**src/rtl/dmem_arbiter_if.sv**
```systemverilog
// dmem_arbiter_if: CPU, video and debug request/return signals plus the shared memory port.
// slave is the arbiter's view; master is the view of the requesters and the memory.
interface dmem_arbiter_if #(parameter int AW = 8, parameter int DW = 32);
    logic          cpu_req;
    logic          cpu_we;
    logic [AW-1:0] cpu_addr;
    logic [DW-1:0] cpu_wdata;
    logic          cpu_stall;
    logic          cpu_rvalid;
    logic [DW-1:0] cpu_rdata;
    logic          vid_req;
    logic [AW-1:0] vid_addr;
    logic          vid_gnt;
    logic          vid_rvalid;
    logic [DW-1:0] vid_rdata;
    logic          dbg_req;
    logic [AW-1:0] dbg_addr;
    logic          dbg_gnt;
    logic          dbg_rvalid;
    logic [DW-1:0] dbg_rdata;
    logic          mem_en;
    logic          mem_we;
    logic [AW-1:0] mem_addr;
    logic [DW-1:0] mem_wdata;
    logic [DW-1:0] mem_rdata;
    modport slave (
        input  cpu_req, cpu_we, cpu_addr, cpu_wdata, vid_req, vid_addr, dbg_req, dbg_addr, mem_rdata,
        output cpu_stall, cpu_rvalid, cpu_rdata, vid_gnt, vid_rvalid, vid_rdata,
               dbg_gnt, dbg_rvalid, dbg_rdata, mem_en, mem_we, mem_addr, mem_wdata
    );
    modport master (
        output cpu_req, cpu_we, cpu_addr, cpu_wdata, vid_req, vid_addr, dbg_req, dbg_addr, mem_rdata,
        input  cpu_stall, cpu_rvalid, cpu_rdata, vid_gnt, vid_rvalid, vid_rdata,
               dbg_gnt, dbg_rvalid, dbg_rdata, mem_en, mem_we, mem_addr, mem_wdata
    );
endinterface

```
**src/rtl/dmem_arbiter.sv**
```systemverilog
// dmem_arbiter: per-cycle arbiter of one synchronous memory port between CPU, video and debug.
// Priority: starved video > CPU > video/debug round-robin; reads return one cycle later.
module dmem_arbiter #(
    parameter int AW      = 8,
    parameter int DW      = 32,
    parameter int MAXWAIT = 4
) (
    input  logic           clk,
    input  logic           rst,
    dmem_arbiter_if.slave  bus
);
    typedef enum logic [1:0] {OWN_NONE, OWN_CPU, OWN_VID, OWN_DBG} own_e;
    own_e          own_q, own_d;
    logic          ptr_q, ptr_d;
    logic [3:0]    cnt_q, cnt_d;
    logic [DW-1:0] cpu_rdata_q, cpu_rdata_d;
    logic [DW-1:0] vid_rdata_q, vid_rdata_d;
    logic [DW-1:0] dbg_rdata_q, dbg_rdata_d;
    logic [AW-1:0] addr_sel;
    logic          force_v, cpu_g, vid_g, dbg_g;
    // grants are gated by rst so every combinational output is 0 while reset is held
    always_comb begin
        force_v     = rst && bus.vid_req && cnt_q == 4'(MAXWAIT);
        cpu_g       = rst && bus.cpu_req && !force_v;
        vid_g       = force_v || (rst && !bus.cpu_req && bus.vid_req && (!bus.dbg_req || !ptr_q));
        dbg_g       = rst && !force_v && !bus.cpu_req && bus.dbg_req && (!bus.vid_req || ptr_q);
        ptr_d       = vid_g ? 1'b1 : dbg_g ? 1'b0 : ptr_q;
        cnt_d       = (bus.vid_req && !vid_g) ? (cnt_q == 4'(MAXWAIT) ? cnt_q : cnt_q + 4'd1) : 4'd0;
        own_d       = (cpu_g && !bus.cpu_we) ? OWN_CPU : vid_g ? OWN_VID : dbg_g ? OWN_DBG : OWN_NONE;
        addr_sel    = cpu_g ? bus.cpu_addr : vid_g ? bus.vid_addr : dbg_g ? bus.dbg_addr : '0;
        cpu_rdata_d = own_q == OWN_CPU ? bus.mem_rdata : cpu_rdata_q;
        vid_rdata_d = own_q == OWN_VID ? bus.mem_rdata : vid_rdata_q;
        dbg_rdata_d = own_q == OWN_DBG ? bus.mem_rdata : dbg_rdata_q;
    end
    always_ff @(posedge clk or negedge rst) begin
        if (!rst) begin
            own_q       <= OWN_NONE;
            ptr_q       <= 1'b0;
            cnt_q       <= 4'd0;
            cpu_rdata_q <= '0;
            vid_rdata_q <= '0;
            dbg_rdata_q <= '0;
        end else begin
            own_q       <= own_d;
            ptr_q       <= ptr_d;
            cnt_q       <= cnt_d;
            cpu_rdata_q <= cpu_rdata_d;
            vid_rdata_q <= vid_rdata_d;
            dbg_rdata_q <= dbg_rdata_d;
        end
    end
    assign bus.cpu_stall  = rst && bus.cpu_req && !cpu_g;
    assign bus.vid_gnt    = vid_g;
    assign bus.dbg_gnt    = dbg_g;
    assign bus.mem_en     = cpu_g || vid_g || dbg_g;
    assign bus.mem_we     = cpu_g && bus.cpu_we;
    assign bus.mem_addr   = addr_sel;
    assign bus.mem_wdata  = cpu_g ? bus.cpu_wdata : '0;
    assign bus.cpu_rvalid = own_q == OWN_CPU;
    assign bus.vid_rvalid = own_q == OWN_VID;
    assign bus.dbg_rvalid = own_q == OWN_DBG;
    assign bus.cpu_rdata  = cpu_rdata_d;
    assign bus.vid_rdata  = vid_rdata_d;
    assign bus.dbg_rdata  = dbg_rdata_d;
endmodule

```
**src/flat_wrapper.sv**
```systemverilog
// flat-port wrapper written by rule: the top's interface ports become plain ports
module dmem_arbiter_flat 
#(
    parameter int AW      = 8,
    parameter int DW      = 32,
    parameter int MAXWAIT = 4
)
  (clk, rst, bus_cpu_req, bus_cpu_we, bus_cpu_addr, bus_cpu_wdata, bus_vid_req, bus_vid_addr, bus_dbg_req, bus_dbg_addr, bus_mem_rdata, bus_cpu_stall, bus_cpu_rvalid, bus_cpu_rdata, bus_vid_gnt, bus_vid_rvalid, bus_vid_rdata, bus_dbg_gnt, bus_dbg_rvalid, bus_dbg_rdata, bus_mem_en, bus_mem_we, bus_mem_addr, bus_mem_wdata);
  dmem_arbiter_if #(.AW(AW), .DW(DW)) bus_i ();
  input  logic clk;
  input  logic rst;
  input wire logic [$bits(bus_i.cpu_req)-1:0] bus_cpu_req;
  input wire logic [$bits(bus_i.cpu_we)-1:0] bus_cpu_we;
  input wire logic [$bits(bus_i.cpu_addr)-1:0] bus_cpu_addr;
  input wire logic [$bits(bus_i.cpu_wdata)-1:0] bus_cpu_wdata;
  input wire logic [$bits(bus_i.vid_req)-1:0] bus_vid_req;
  input wire logic [$bits(bus_i.vid_addr)-1:0] bus_vid_addr;
  input wire logic [$bits(bus_i.dbg_req)-1:0] bus_dbg_req;
  input wire logic [$bits(bus_i.dbg_addr)-1:0] bus_dbg_addr;
  input wire logic [$bits(bus_i.mem_rdata)-1:0] bus_mem_rdata;
  output wire logic [$bits(bus_i.cpu_stall)-1:0] bus_cpu_stall;
  output wire logic [$bits(bus_i.cpu_rvalid)-1:0] bus_cpu_rvalid;
  output wire logic [$bits(bus_i.cpu_rdata)-1:0] bus_cpu_rdata;
  output wire logic [$bits(bus_i.vid_gnt)-1:0] bus_vid_gnt;
  output wire logic [$bits(bus_i.vid_rvalid)-1:0] bus_vid_rvalid;
  output wire logic [$bits(bus_i.vid_rdata)-1:0] bus_vid_rdata;
  output wire logic [$bits(bus_i.dbg_gnt)-1:0] bus_dbg_gnt;
  output wire logic [$bits(bus_i.dbg_rvalid)-1:0] bus_dbg_rvalid;
  output wire logic [$bits(bus_i.dbg_rdata)-1:0] bus_dbg_rdata;
  output wire logic [$bits(bus_i.mem_en)-1:0] bus_mem_en;
  output wire logic [$bits(bus_i.mem_we)-1:0] bus_mem_we;
  output wire logic [$bits(bus_i.mem_addr)-1:0] bus_mem_addr;
  output wire logic [$bits(bus_i.mem_wdata)-1:0] bus_mem_wdata;
  assign bus_i.cpu_req = bus_cpu_req;
  assign bus_i.cpu_we = bus_cpu_we;
  assign bus_i.cpu_addr = bus_cpu_addr;
  assign bus_i.cpu_wdata = bus_cpu_wdata;
  assign bus_i.vid_req = bus_vid_req;
  assign bus_i.vid_addr = bus_vid_addr;
  assign bus_i.dbg_req = bus_dbg_req;
  assign bus_i.dbg_addr = bus_dbg_addr;
  assign bus_i.mem_rdata = bus_mem_rdata;
  assign bus_cpu_stall = bus_i.cpu_stall;
  assign bus_cpu_rvalid = bus_i.cpu_rvalid;
  assign bus_cpu_rdata = bus_i.cpu_rdata;
  assign bus_vid_gnt = bus_i.vid_gnt;
  assign bus_vid_rvalid = bus_i.vid_rvalid;
  assign bus_vid_rdata = bus_i.vid_rdata;
  assign bus_dbg_gnt = bus_i.dbg_gnt;
  assign bus_dbg_rvalid = bus_i.dbg_rvalid;
  assign bus_dbg_rdata = bus_i.dbg_rdata;
  assign bus_mem_en = bus_i.mem_en;
  assign bus_mem_we = bus_i.mem_we;
  assign bus_mem_addr = bus_i.mem_addr;
  assign bus_mem_wdata = bus_i.mem_wdata;
  dmem_arbiter #(.AW(AW), .DW(DW), .MAXWAIT(MAXWAIT)) u_core (.clk(clk), .rst(rst), .bus(bus_i));
endmodule
```
**config.mk**
```make
export PLATFORM = sky130hd
export DESIGN_NAME = dmem_arbiter_flat
export DESIGN_NICKNAME = d
export VERILOG_FILES = /design/src/rtl/dmem_arbiter_if.sv /design/src/rtl/dmem_arbiter.sv /design/src/flat_wrapper.sv
export SDC_FILE = /design/constraint.sdc
export NUM_CORES = 1
export LEC_CHECK = 0
export ABC_AREA = 1
export CAP_MARGIN = 5
export CORE_MARGIN = 2
export CORE_UTILIZATION = 39
export CTS_BUF_LIST = sky130_fd_sc_hd__clkbuf_16
export CTS_CLUSTER_DIAMETER = 60
export CTS_CLUSTER_SIZE = 24
export DETAILED_ROUTE_END_ITERATION = 6
export GPL_TIMING_DRIVEN = 0
export PLACE_DENSITY = 0.88
export SYNTH_ARGS = -nofsm -noshare
export SYNTH_HDL_FRONTEND = slang
export SYNTH_SLANG_ARGS = --single-unit
```
**constraint.sdc**
```tcl
create_clock -name clk -period 1.67 [get_ports clk]
set_input_delay 0.2505 -clock clk [delete_from_list [all_inputs] [get_ports clk]]
set_output_delay 0.2505 -clock clk [all_outputs]
set_load 0.05 [all_outputs]
```
==> results.txt, run 1 <==
- The tool reported: "[ERROR DPL-0038] Utilization greater than 100%, impossible to legalize".
- Clock tree synthesis found a total of 103 sinks.
- Buffers placed on the I/O ports in this run total 237.
- Post-synthesis instance area: 4353 um^2
* Pin count of the biggest net entering global routing: 39
* GP Congestion: 0.9018
- Width of the die: 109.6 um
- Count of H-tree levels built during CTS: 3
- The stage where the run came to a stop is global routing (5_1_grt).
- After global-route timing repair, the worst endpoint was bus_mem_addr[4].
- The synthesized design contains 103 register bits.
* Post-Syn Instances: 506
* Number of nets produced by synthesis: 602
* Kind of the worst endpoint: top-level output
- From bottom edge to top edge, the die measures 109.6 um.
* Number of buffers created by CTS: 9
* DPL Wire Length: ~12,000 um
- Initial cell density of the core: 0.3998
- In this run the core area contains 38 standard-cell rows.
* Top Ports: 238
- The average instance in the mapped netlist occupies 8.603 um^2.
- Clock tree root buffer cell: sky130_fd_sc_hd__clkbuf_16
- Number of unique standard cell types used by synthesis: 18
- Number of buffers on the longest clock path: 2
- The run stopped with a tool error.
- The share of the Yosys chip area taken by registers is 0.5921.
* Number of warning messages in the yosys log: 0
kinds of logic after synthesis:
group	share of synthesized area
AO/OA/AOI/OAI	0.1150
XOR/XNOR	0.002012
flip-flops	0.5921
adder cells (fa/ha/maj)	0.005748
AND/OR/NAND/NOR	0.1851
buffers and inverters	0.1000
Yosys cell counts:
cell	number	area, um^2
sky130_fd_sc_hd__nand2_1	116	435.4
sky130_fd_sc_hd__dfrtp_1	103	2577
sky130_fd_sc_hd__o21ai_0	99	495.5
sky130_fd_sc_hd__inv_1	77	289.0
sky130_fd_sc_hd__nor2_1	42	157.7
sky130_fd_sc_hd__nand3_1	30	150.1
sky130_fd_sc_hd__clkbuf_1	12	45.04
sky130_fd_sc_hd__buf_2	9	45.04
sky130_fd_sc_hd__buf_6	4	45.04
sky130_fd_sc_hd__nand2_2	4	25.02
sky130_fd_sc_hd__ha_1	2	25.02
sky130_fd_sc_hd__inv_2	2	7.510
sky130_fd_sc_hd__a21oi_1	1	5.000
sky130_fd_sc_hd__clkinv_1	1	3.750
sky130_fd_sc_hd__nand2_8	1	20.02
sky130_fd_sc_hd__nor2_2	1	6.260
sky130_fd_sc_hd__nor2_4	1	11.26
sky130_fd_sc_hd__xor2_1	1	8.760
what timing repair did:
item	CTS
resized for setup	1181
setup buffers	35
endpoints found under the hold margin	38
setup endpoints to repair	167
pin swaps	9
gates cloned	10
hold buffers	6
metrics by stage:
step	instance area, um^2	TNS [ns]	utilization	setup WS (ns)	std cells
floorplan	5146	-18.27	-	-0.3434	506
global placement	7694	-640.43	0.7066	-4.602	883
detailed placement	7719	-130.64	0.7089	-1.347	884
CTS	9728	-43.57	0.8935	-0.4838	951
==> inputs of run 2 (changes only) <==
- CORE_UTILIZATION: 39 -> 30
- CTS_BUF_LIST: sky130_fd_sc_hd__clkbuf_16 -> unset
- CTS_CLUSTER_DIAMETER: 60 -> unset
- CTS_CLUSTER_SIZE: 24 -> unset
- PLACE_DENSITY: 0.88 -> unset
- PLACE_DENSITY_LB_ADDON: unset -> 0.15
==> run 2 against run 1 <==
Net effect: the flow now finishes, with violations (setup timing); area after synthesis did not move; synthesized cell count unchanged.
==> results.txt, run 2 <==
* Post-Syn Instances: 506 (unchanged)
* Placed standard-cell area: 7774 um^2 (+0.71%)
* Max-slew violation count: 0
* Clock tree root buffer cell: sky130_fd_sc_hd__clkbuf_16
- DPL Wire Length: 11,500 um (-5.8%)
* Endpoint required time on the critical path: 1.42 ns
- Critical path data arrival time: 1.92 ns
- Avg Synthesized Cell Area: 8.603 um^2 (unchanged)
- The TritonCTS buffer count came to 9 (unchanged).
- Total gr overflow: 0
* Top FF cell, synth: sky130_fd_sc_hd__dfrtp_1
- The count of input and output buffers was 237 (unchanged).
- Final Worst Setup Slack: -0.5018 ns
- The die covers 15,490 um^2.
* Failing checks: setup timing
- The top cell types in the final layout, fill and taps aside, are 118 x sky130_fd_sc_hd__buf_6, 103 x sky130_fd_sc_hd__dfrtp_1, 92 x sky130_fd_sc_hd__clkdlybuf4s50_1, 86 x sky130_fd_sc_hd__o21ai_4, 72 x sky130_fd_sc_hd__inv_1.
- Clock-pin slew was measured on the worst setup and hold paths at 0.07 ns.
- Initial antenna violation count: 0
- Number of warning messages in the yosys log: 0 (unchanged)
- The number of endpoints with negative hold slack in the final report came to 0.
* Worst setup slack after placement: -1.455 ns (-0.1082 ns)
- TritonCTS built the clock tree.
- Result of the run: finished, violations left
- Total global routing track utilization: 0.2300
- Largest area contributor in the synthesized netlist: sky130_fd_sc_hd__dfrtp_1
- Area contributors post-synth: sky130_fd_sc_hd__dfrtp_1 59%, sky130_fd_sc_hd__o21ai_0 11%, sky130_fd_sc_hd__nand2_1 10%
- Entering global routing, the biggest net connects 47 pins.
- Leakage: 5.225 nW
* Count of flip-flops with a built-in enable after synthesis: 0 (unchanged)
- Final ANT Viol Nets: 0
- Number of max-cap violations: 0
- After floorplanning, the core was sized to cover 14,370 um^2.
- The register bit total from synthesis came to 103 (unchanged).
- The post-synth net total is 602 (unchanged).
* Area added between synthesis and finish: 154.2%
- Post-synthesis instance area: 4353 um^2 (unchanged)
- The routability-driven placement congestion ratio was 0.8203 (-9.0%).
- Yosys instantiated no cell more often than sky130_fd_sc_hd__nand2_1.
- Number of vias per cell: 4.690
- The via count of the first global-routing pass is ~5.2k.
* Number of optimization iterations in the first detailed-route pass: 4
- Total via count after detailed routing: 4,896
* Sequential element share of the synthesized area: 0.5921 (unchanged)
- In this run the most critical hold path is launched from rst.
- STA classifies the critical path endpoint as an output pin.
* Finished Layout Cells: 1,044
- The number of cells after detailed placement is 928 (+5.0%).
- The finished cells cover around 11,000 um^2.
* Final core area utilization: 0.7699
- For the worst-skew pair, the clock arrives at the later sink with an insertion delay of 0.35 ns.
- In the final layout, the share of cells above drive strength 1 is 0.6023.
- Counting instances in the post-synthesis netlist gives the leading cell types as 116 x sky130_fd_sc_hd__nand2_1, 103 x sky130_fd_sc_hd__dfrtp_1, 99 x sky130_fd_sc_hd__o21ai_0, 77 x sky130_fd_sc_hd__inv_1, 42 x sky130_fd_sc_hd__nor2_1.
* Initial cell density of the core: 0.3029 (-0.09685)
- Shortest clock period the worst path allows after layout: 2.172 ns
* DR WL/cell: 19.03 um
- In the finished design, the share of the clock period the worst path needs comes to 1.300.
- Wires add up to around 20,000 um.
- Final Net Count: around 950
- Maximum fanout count along the critical path: 6
- The library cell used most frequently in the layout, excluding fill and tap cells, is sky130_fd_sc_hd__buf_6.
* FMAX: approximately 460 MHz
* Area fraction of the dominant cell type after synthesis: 0.5921 (unchanged)
* Max VDD drop: 0.0007207 V
- The clock net sink count came to 103 (unchanged).
- Setup repair after global routing could not meet its margin everywhere.
- Startpoint of the worst-slack reg-to-reg timing path: u_core.own_q[1]$_DFF_PN0_
* Skew final: 0.006165 ns
- STA classifies the critical path startpoint as a flip-flop.
* Class of the tightest hold or removal check: primary input to flip-flop
- Setup violations remaining at the end of the flow were counted as 142.
* Path type of the worst setup path: flip-flop to output pin
- After the first detailed-routing iteration, the DRC count stood at between 150 and 200.
* Count of H-tree levels built during CTS: 3 (unchanged)
* Registers with the most flip-flops: u_core.cpu_rdata_q (32), u_core.dbg_rdata_q (32), u_core.vid_rdata_q (32)
- Width of the die: 124.5 um (+14%)
* First element of the critical path: u_core.cnt_q[1]$_DFFE_PN0P_
- Areal power density over the cells: 1520 nW/um^2
- The top-level port count was 238 (unchanged).
- The number of distinct library cells after synthesis was 18 (unchanged).
* Accumulated negative setup slack: -49.70 ns
* Remaining max-slew budget at the tightest pin: 0.7073
* First-pass GRT wire length: 28,010 um
* Antenna Cells: 0
* Number of rows in the core area: 44 (+16%)
* Pin slew with the least headroom to its limit: 0.4378 ns
- Number of buffers on the longest clock path: 2 (unchanged)
- The proportion of register bits with asynchronous set or reset after synthesis is 1.000 (unchanged).
* DRC: 0
- The height of the chip was 124.5 um (+14%).
[run 2: cell counts after synthesis]
No cell type changed its count.
[run 2: routing by layer]
metal | global-route usage | part of all wire | routed length [um]
met5 | 0 | 0 | 0
met4 | 0.05948 | 0.020 | 389
met3 | 0.06486 | 0.061 | 1217
met2 | 0.4230 | 0.55 | 11010
met1 | 0.2612 | 0.36 | 7248
[run 2: cells by family (layout without fill, tap and decap cells)]
family | after synthesis | after routing | synth area share
AOI/OAI and AO/OA | 100 | 100 | 0.1150
and+or+nand+nor | 195 | 196 | 0.1851
buffers and inverters | 105 | 458 | 0.1000
DFF | 103 | 103 | 0.5921
adders and majority gates | 2 | 2 | 0.005748
xor gates and xnor gates | 1 | 1 | 0.002012
[run 2: worst paths after layout]
check | end | slack [ns] | depth (start not counted)
min in group asynchronous | u_core.vid_rdata_q[1]$_DFF_PN0_ | 0.58 | 4
min reg2reg | u_core.dbg_rdata_q[27]$_DFF_PN0_ | 0.50 | 2
max reg2reg | u_core.cpu_rdata_q[22]$_DFF_PN0_ | 0.07 | 9
max in group asynchronous | u_core.dbg_rdata_q[1]$_DFF_PN0_ | 0.78 | 3
min | u_core.ptr_q$_DFFE_PN0P_ | 0.49 | 5
max | bus_mem_addr[7] | -0.50 | 9
[run 2: report_power, final]
group          switching [mW]  internal (mW)
clock                   0.957           1.24
sequential              0.572           3.39
combinational            6.24           4.42
total                    7.77           9.05
[run 2: critical path: stages, from the launching register on]
cell	delay [ns]
sky130_fd_sc_hd__dfrtp_1	0.41
sky130_fd_sc_hd__inv_2	0.09
sky130_fd_sc_hd__ha_4	0.15
sky130_fd_sc_hd__nand2_4	0.06
sky130_fd_sc_hd__nor2_4	0.17
sky130_fd_sc_hd__nand2_4	0.13
sky130_fd_sc_hd__buf_12	0.17
sky130_fd_sc_hd__nand3_1	0.14
sky130_fd_sc_hd__nand3_4	0.09
sky130_fd_sc_hd__buf_8	0.15
[run 2: area by class of cell]
cell class,count,area [um^2]
Timing Repair Buffer,342,4084
Buffer,21,431.7
Multi-Input combinational cell,299,3122
Fill cell,857,3306
Tap cell,184,230.2
Inverter,80,310.3
Clock buffer,11,252.7
Sequential cell,103,2577
Clock inverter,4,55.05
[run 2: timing repair]
item	CTS	global route
setup endpoints to repair	172	143
gates cloned	10	9
hold endpoints to repair	46	0
resized for setup	1224	222
pin swaps	5	25
setup buffers	39	49
hold buffers	4	0
[run 2: stage by stage]
step	power (mW)	hold WS, ns
2_1_floorplan	8.886	-0.04509
3_5_place_dp	11.46	0.3138
3_3_place_gp	11.35	0.4519
4_1_cts	15.32	0.4643
6_report	16.81	0.4881
5_1_grt	17.41	0.4933
No activity file was read; power rests on OpenSTA's default activity.
==> inputs of run 3 (changes only) <==
- CAP_MARGIN: 5 -> 25
- TNS_END_PERCENT: unset -> 100
==> run 3 against run 2 <==
Net effect: the flow still finishes with violations (setup timing); global-route usage unchanged; hold slack stayed put; routed wire length stayed put; clock power about the same; combinational power is essentially flat; first-iteration DRC count is the same; clock-buffer cell count stayed put; die area is the same.
==> results.txt, run 3 (synthesis gave the netlist of run 2 again) <==
- Antenna Cells: 0 (unchanged)
- The total leakage power is 5.225 nW (unchanged).
* Worst setup SP type: flip-flop
- The arrival time of data at the critical path endpoint came to 1.92 ns (about the same).
- Remaining max-slew budget at the tightest pin: 0.7073 (unchanged)
- The overall overflow remaining after global route is 0 (unchanged).
- The combined buffer and inverter count along the critical path came to 3 (unchanged).
* Total global routing track utilization: 0.2300 (unchanged)
* Fraction of layout cells with a size suffix above 1: 0.6023 (unchanged)
* Die Y: 124.5 um (unchanged)
- The via count was 4,896 (unchanged).
- FMAX: 460.5 MHz (unchanged)
* Clock latency reported for the late side of the worst-skew pair: 0.35 ns (about the same)
- Total number of clock tree sinks: 103 (unchanged)
- Number of vias per cell: 4.690 (unchanged)
- The initial antenna violation count is 0 (unchanged).
* CTS tree: built
- Portion of the clock cycle consumed by the worst path in the final layout: 1.300 (unchanged)
* Standard cell with the maximum stage delay on the critical path: sky130_fd_sc_hd__dfrtp_1
* Area added between synthesis and finish: 154.2% (unchanged)
- The wire length of the first global-routing pass is 28,010 um (unchanged).
* Initial cell density of the core: 0.3029 (unchanged)
- The number of detailed-routing iterations run before antenna repair was 4 (unchanged).
- In this design, the critical path's most frequently occurring cell is sky130_fd_sc_hd__nand2_4.
- Placeable core region: 14,370 um^2 (unchanged)
- Class of the tightest hold or removal check: primary input to flip-flop
* DRC: 0 (unchanged)
- Startpoint of the worst-slack reg-to-reg timing path: u_core.own_q[1]$_DFF_PN0_
- The top fanout value on the critical path was 6 (unchanged).
* Areal power density over the cells: 1520 nW/um^2 (unchanged)
- The detailed-routed wire length on met2 is 11,010 um (unchanged).
* Critical path, cell by cell: inv_2 -> ha_4 -> nand2_4 -> nor2_4 -> nand2_4 -> buf_12 -> nand3_1 -> nand3_4 -> buf_8
- Pin slew with the least headroom to its limit: 0.4378 ns (unchanged)
- Final core area utilization: 0.7699 (unchanged)
- Number of rows in the core area: 44 (unchanged)
- Failing checks: setup timing
* First element of the critical path: u_core.cnt_q[1]$_DFFE_PN0P_
- The x dimension of the die is 124.5 um (unchanged).
- Placed standard-cell area: 7774 um^2 (unchanged)
* Highest routing layer actually used: met4
- Met3 wirelength from detailed routing: 1217 um (unchanged)
- Iteration-0 DRC count of the detailed router: 188 (unchanged)
- Most frequent standard cell in the layout excluding fill and tap cells: sky130_fd_sc_hd__buf_6
- The number of nets in the finished design is 952 (unchanged).
* Met1 WL: 7248 um (unchanged)
- Post-route cell area: 11,060 um^2 (unchanged)
- Number of buffers on the longest clock path: 2 (unchanged)
- The die area came to 15,490 um^2 (unchanged).
* Clock tree root buffer cell: sky130_fd_sc_hd__clkbuf_16
- The longest individual stage delay on the worst path was 0.41 ns (about the same).
- The worst voltage drop across the vdd grid came to 0.0007207 V (unchanged).
- The worst setup slack after layout is -0.5018 ns (unchanged).
- STA classifies the critical path endpoint as an output pin.
* Delay-heaviest family, CP: simple AND/OR/NAND/NOR gates
* Endpoint required time on the critical path: 1.42 ns (about the same)
- Setup repair after global routing could not meet its margin everywhere.
- The number of max-cap violations was 0 (unchanged).
* Top Ports: 238 (unchanged)
- Max-slew violation count: 0 (unchanged)
* Path type of the worst setup path: flip-flop to output pin
- Shortest clock period the worst path allows after layout: 2.172 ns (unchanged)
- Final ANT Viol Nets: 0 (unchanged)
- The count of input and output buffers was 237 (unchanged).
- The number of endpoints with negative hold slack in the final report came to 0 (unchanged).
* Registers with the most flip-flops: u_core.cpu_rdata_q (32), u_core.dbg_rdata_q (32), u_core.vid_rdata_q (32)
* Count of H-tree levels built during CTS: 3 (unchanged)
* Accumulated negative setup slack: -49.70 ns (unchanged)
- CTS clk-pin slew, worst paths: 0.07 ns (about the same)
* Commonest cells after routing, fill and taps aside: 118 x sky130_fd_sc_hd__buf_6, 103 x sky130_fd_sc_hd__dfrtp_1, 92 x sky130_fd_sc_hd__clkdlybuf4s50_1, 86 x sky130_fd_sc_hd__o21ai_4, 72 x sky130_fd_sc_hd__inv_1
- Number of endpoints failing setup at the final stage: 142 (unchanged)
* Pin count of the biggest net entering global routing: 47 (unchanged)
- Result of the run: finished, violations left
* Skew final: 0.006165 ns (unchanged)
- GP Congestion: 0.8203 (unchanged)
* Number of buffers created by CTS: 9 (unchanged)
- The number of fill cells in the layout was 857 (unchanged).
* Start point of the worst hold path: rst
- DR WL/cell: 19.03 um (unchanged)
- The via count of the first global-routing pass came to 5,202 (unchanged).
- DPL Wire Length: 11,500 um (unchanged)
* Total wire length: 19,870 um (unchanged)
[run 3: cell counts in the layout (fill, tap and decap cells not counted)]
No cell type changed its count.
[run 3: worst paths after layout]
path	endpoint	slack, ns	cells past startpoint
setup / recovery	bus_mem_addr[7]	-0.50	9
hold / removal	u_core.ptr_q$_DFFE_PN0P_	0.49	5
setup reg to reg	u_core.cpu_rdata_q[22]$_DFF_PN0_	0.07	9
hold reg to reg	u_core.dbg_rdata_q[27]$_DFF_PN0_	0.50	2
max in group asynchronous	u_core.dbg_rdata_q[1]$_DFF_PN0_	0.78	3
min in group asynchronous	u_core.vid_rdata_q[1]$_DFF_PN0_	0.58	4
[run 3: routing by layer]
| metal | vias to the layer above | track usage |
|---|---|---|
| met2 | 177 | 0.4230 |
| met5 | - | 0 |
| met3 | 27 | 0.06486 |
| met4 | 0 | 0.05948 |
| li1 | 2277 | - |
| met1 | 2415 | 0.2612 |
[run 3: tightest hold or removal path, cell delays in order]
cell and delay, ns:
sky130_fd_sc_hd__buf_12 0.10, sky130_fd_sc_hd__buf_16 0.13, sky130_fd_sc_hd__nand3_1 0.15, sky130_fd_sc_hd__o21ai_0 0.10, sky130_fd_sc_hd__nand2_1 0.07
[run 3: what timing repair did]
action,CTS,global route
endpoints found under the setup margin,172,143
hold buffers,4,0
cloned,10,9
pin swaps,5,25
endpoints found under the hold margin,46,0
buffers inserted,39,49
gates resized for setup,1224,222
[run 3: layout make-up]
type,instances,area (um^2),share of cell area
clock inverter,4,55.05,0.004976
clock buffer,11,252.7,0.02285
buffer,21,431.7,0.03902
inverter,80,310.3,0.02805
sequential,103,2577,0.2330
tap,184,230.2,0.02081
timing repair buffer,342,4084,0.3691
multi-input combinational,299,3122,0.2822
[run 3: stage by stage]
step,hold slack [ns],cells,total power [mW],setup WS (ns)
after floorplan,-0.04509,506,8.886,-0.3434
after global placement,0.4519,927,11.35,-4.878
after detailed placement,0.3138,928,11.46,-1.455
after CTS,0.4643,996,15.32,-0.4792
after global routing,0.4933,1044,17.41,-0.5879
final,0.4881,1044,16.81,-0.5018
[run 3: where the power goes]
part / internal [mW] / switching [mW]
registers: 3.39 / 0.572
logic: 4.42 / 6.24
clock network: 1.24 / 0.957
total: 9.05 / 7.77
==> inputs of run 4 (changes only) <==
- CTS_BUF_LIST: unset -> sky130_fd_sc_hd__clkbuf_16
==> run 4 against run 3 <==
Net effect: flip-flop and latch count stayed put; clock power decreased by 5%; non-clock buffer count is 11 lower; combinational power about the same; critical path depth unchanged; the run still ends with setup timing left; die area did not move; highest routed layer unchanged; final area shrank 2.3%; utilization fell by 1.8 points; clock-buffer cell count fell by 2; hold slack gained 0.0019 ns.
==> results.txt, run 4 (synthesis gave the netlist of run 2 again) <==
- Result of the run: finished, violations left
- The final reports fail on setup timing.
* Total via count after detailed routing: 4,805 (-1.9%)
- The number of endpoints with negative hold slack in the final report is 0 (unchanged).
- Fraction of layout cells with a size suffix above 1: 0.5807 (-0.02164)
* Met1 routing resource usage after global routing: 0.2510 (-0.01023)
* Shortest clock period the worst path allows after layout: 2.180 ns (+0.008102 ns)
- From synthesis to final layout, the design area changed by 148.3%.
* Area used by sequential logic in the layout: 2579 um^2 (about the same)
* Placeable core region: 14,370 um^2 (unchanged)
- The worst hold path begins at u_core.dbg_rdata_q[20]$_DFF_PN0_.
- Depth of the most critical reg-to-reg path: 10 (+1)
- The max-slew violation total from the final report came to 0 (unchanged).
* Worst hold path cell count: 2 (-3)
- The starting density of the core is 0.3029 (unchanged).
- Pin count of the biggest net entering global routing: 47 (unchanged)
- The total chip power was 16.40 mW (-2.5%).
- The placed wire-length estimate came to 11,500 um (unchanged).
* DR WL/cell: 18.59 um (-2.3%)
- The initial antenna violation count came to 0 (unchanged).
- First-pass GRT wire length: 27,660 um (-1.3%)
* Slack of the worst reg-to-reg path: 0.01 ns (-0.06 ns)
* DRC: 0 (unchanged)
- GR peak layer: met2
- Setup repair after global routing could not meet its margin everywhere.
- Antenna Cells: 0 (unchanged)
- Number of optimization iterations in the first detailed-route pass: 4 (unchanged)
* Die Y: 124.5 um (unchanged)
* Width of the die: 124.5 um (unchanged)
* Final Net Count: 941 (-1.2%)
* Remaining max-slew budget at the tightest pin: 0.7082 (+0.0008680)
- Iteration-0 DRC count of the detailed router: 148 (-21%)
* Met3 usage in global routing: 0.07088 (+0.006014)
- Number of global-route vias before repair: 5,176 (-0.50%)
- The number of fill cells in the layout came to 910 (+6.2%).
* Pin slew with the least headroom to its limit: 0.4365 ns (-0.001298 ns)
- The worst voltage drop across the vdd grid was 0.0007220 V (+0.17%).
- The utilization of the core after routing came to 0.7523 (-0.01768).
- Number of max-cap violations: 0 (unchanged)
- Worst setup SP type: flip-flop
- TritonCTS built the clock tree.
* Total Die Area: 15,490 um^2 (unchanged)
- For hold timing, the worst endpoint is u_core.dbg_rdata_q[20]$_DFF_PN0_.
- The post-route clock period utilization was 1.305 (+0.004851).
* FMAX: 458.7 MHz (-0.37%)
- The non-filler instance count after layout was 1,033 (-1.1%).
* Total global routing track utilization: 0.2266 (-0.003485)
* Number of rows in the core area: 44 (unchanged)
* Skew final: 0.007634 ns (+0.001469 ns)
- CTS clk-pin slew, worst paths: 0.07 ns (about the same)
- Areal power density over the cells: 1517 nW/um^2 (-0.19%)
* Total wire length: 19,200 um (-3.4%)
* Registers with the most flip-flops: u_core.cpu_rdata_q (32), u_core.dbg_rdata_q (32), u_core.vid_rdata_q (32)
* Instance count after placement with tap cells included: 928 (unchanged)
* Area of the multi-input gates: 3042 um^2 (-2.6%)
* Clock tree root buffer cell: sky130_fd_sc_hd__clkbuf_16
* Path type of the worst setup path: flip-flop to output pin
* Destination of the worst register-to-register timing path: u_core.vid_rdata_q[10]$_DFF_PN0_
- Startpoint of the worst-slack reg-to-reg timing path: u_core.own_q[0]$_DFF_PN0_
- Total gr overflow: 0 (unchanged)
* Number of buffers inserted by port buffering: 237 (unchanged)
- Count of H-tree levels built during CTS: 3 (unchanged)
* Final Worst Setup Slack: -0.5099 ns (-0.008102 ns)
- The clock net sink count was 103 (unchanged).
- Endpoint required time on the critical path: 1.42 ns (about the same)
- The clock tree buffer depth is 2 (unchanged).
- The library cell used most frequently in the layout, excluding fill and tap cells, is sky130_fd_sc_hd__buf_6.
- The clock latency on the worst-skew pair is 0.35 ns (about the same).
- Top Ports: 238 (unchanged)
- The number of nets with antenna violations after routing is 0 (unchanged).
- Critical path data arrival time: 1.93 ns (about the same)
* Number of vias per cell: 4.652 (-0.81%)
* Category of the worst setup path capture point: output pin
* GP Congestion: 0.8203 (unchanged)
- Maximum fanout count along the critical path: 6 (unchanged)
* Number of endpoints failing setup at the final stage: 143 (+0.70%)
- Number of buffers created by CTS: 9 (unchanged)
- First element of the critical path: u_core.cnt_q[1]$_DFFE_PN0P_
* Leakage: 5.129 nW (-1.8%)
* Final hold slack: 0.4900 ns (+0.001876 ns)
- The met2 capacity usage during global routing was 0.4179 (-0.005143).
* Commonest cells after routing, fill and taps aside: 119 x sky130_fd_sc_hd__buf_6, 102 x sky130_fd_sc_hd__dfrtp_1, 92 x sky130_fd_sc_hd__clkdlybuf4s50_1, 80 x sky130_fd_sc_hd__o21ai_4, 73 x sky130_fd_sc_hd__inv_1
- The tightest min-delay check is of the flip-flop to flip-flop type.
[run 4: final cells by class]
type	count	share of cell area
tap	184	0.02130
buffer	18	0.03403
timing repair buffer	334	0.3694
multi-input combinational	299	0.2814
inverter	80	0.02871
clock buffer	9	0.02084
clock inverter	6	0.005788
sequential	103	0.2386
[run 4: how the worst max path moves through the flow]
stage	end	slack, ns	cells past startpoint
final	bus_mem_addr[7]	-0.51	9
after global routing	bus_mem_en	-0.58	10
after CTS	bus_mem_en	-0.48	10
after detailed placement	bus_mem_addr[7]	-1.46	7
after global placement	bus_mem_addr[4]	-4.88	6
after floorplan	bus_dbg_rdata[22]	-0.34	3
[run 4: report_power, final]
| group | switching (mW) | leakage, nW | internal [mW] | total, mW |
|---|---|---|---|---|
| clock | 0.946 | 0.137 | 1.15 | 2.10 |
| sequential | 0.530 | 1.26 | 3.39 | 3.91 |
| combinational | 6.13 | 3.73 | 4.25 | 10.4 |
| total | 7.61 | 5.13 | 8.79 | 16.4 |
[run 4: metal layers]
metal | vias up | wire length, um | share of wire
met5 | - | 0 | 0
met4 | 0 | 536 | 0.028
met3 | 39 | 1143 | 0.060
met2 | 174 | 10370 | 0.54
met1 | 2344 | 7153 | 0.37
li1 | 2248 | - | -
[run 4: repair_timing]
action                      CTS  global route
buffers inserted             37            43
gates resized for setup    1178           238
pin swaps                     8            21
cloned                        7            11
hold endpoints to repair     46             0
setup endpoints to repair   172           144
hold buffers                  4             0
[run 4: per-stage QoR]
stage	worst slack, ns	instance area [um^2]	setup TNS [ns]
floorplan	-0.3434	5146	-18.27
global placement	-4.878	7749	-684.63
detailed placement	-1.455	7774	-136.08
CTS	-0.4792	9580	-39.28
global route	-0.5838	10810	-62.13
finish	-0.5099	10810	-52.59
[run 4: worst max-delay path, stage by stage (launching register included)]
cell                      delay (ns)
sky130_fd_sc_hd__dfrtp_1        0.42
sky130_fd_sc_hd__inv_2          0.11
sky130_fd_sc_hd__ha_4           0.15
sky130_fd_sc_hd__nand2_4        0.06
sky130_fd_sc_hd__nor2_4         0.16
sky130_fd_sc_hd__nand2_4        0.12
sky130_fd_sc_hd__buf_12         0.17
sky130_fd_sc_hd__nand3_1        0.14
sky130_fd_sc_hd__nand3_4        0.09
sky130_fd_sc_hd__buf_8          0.15
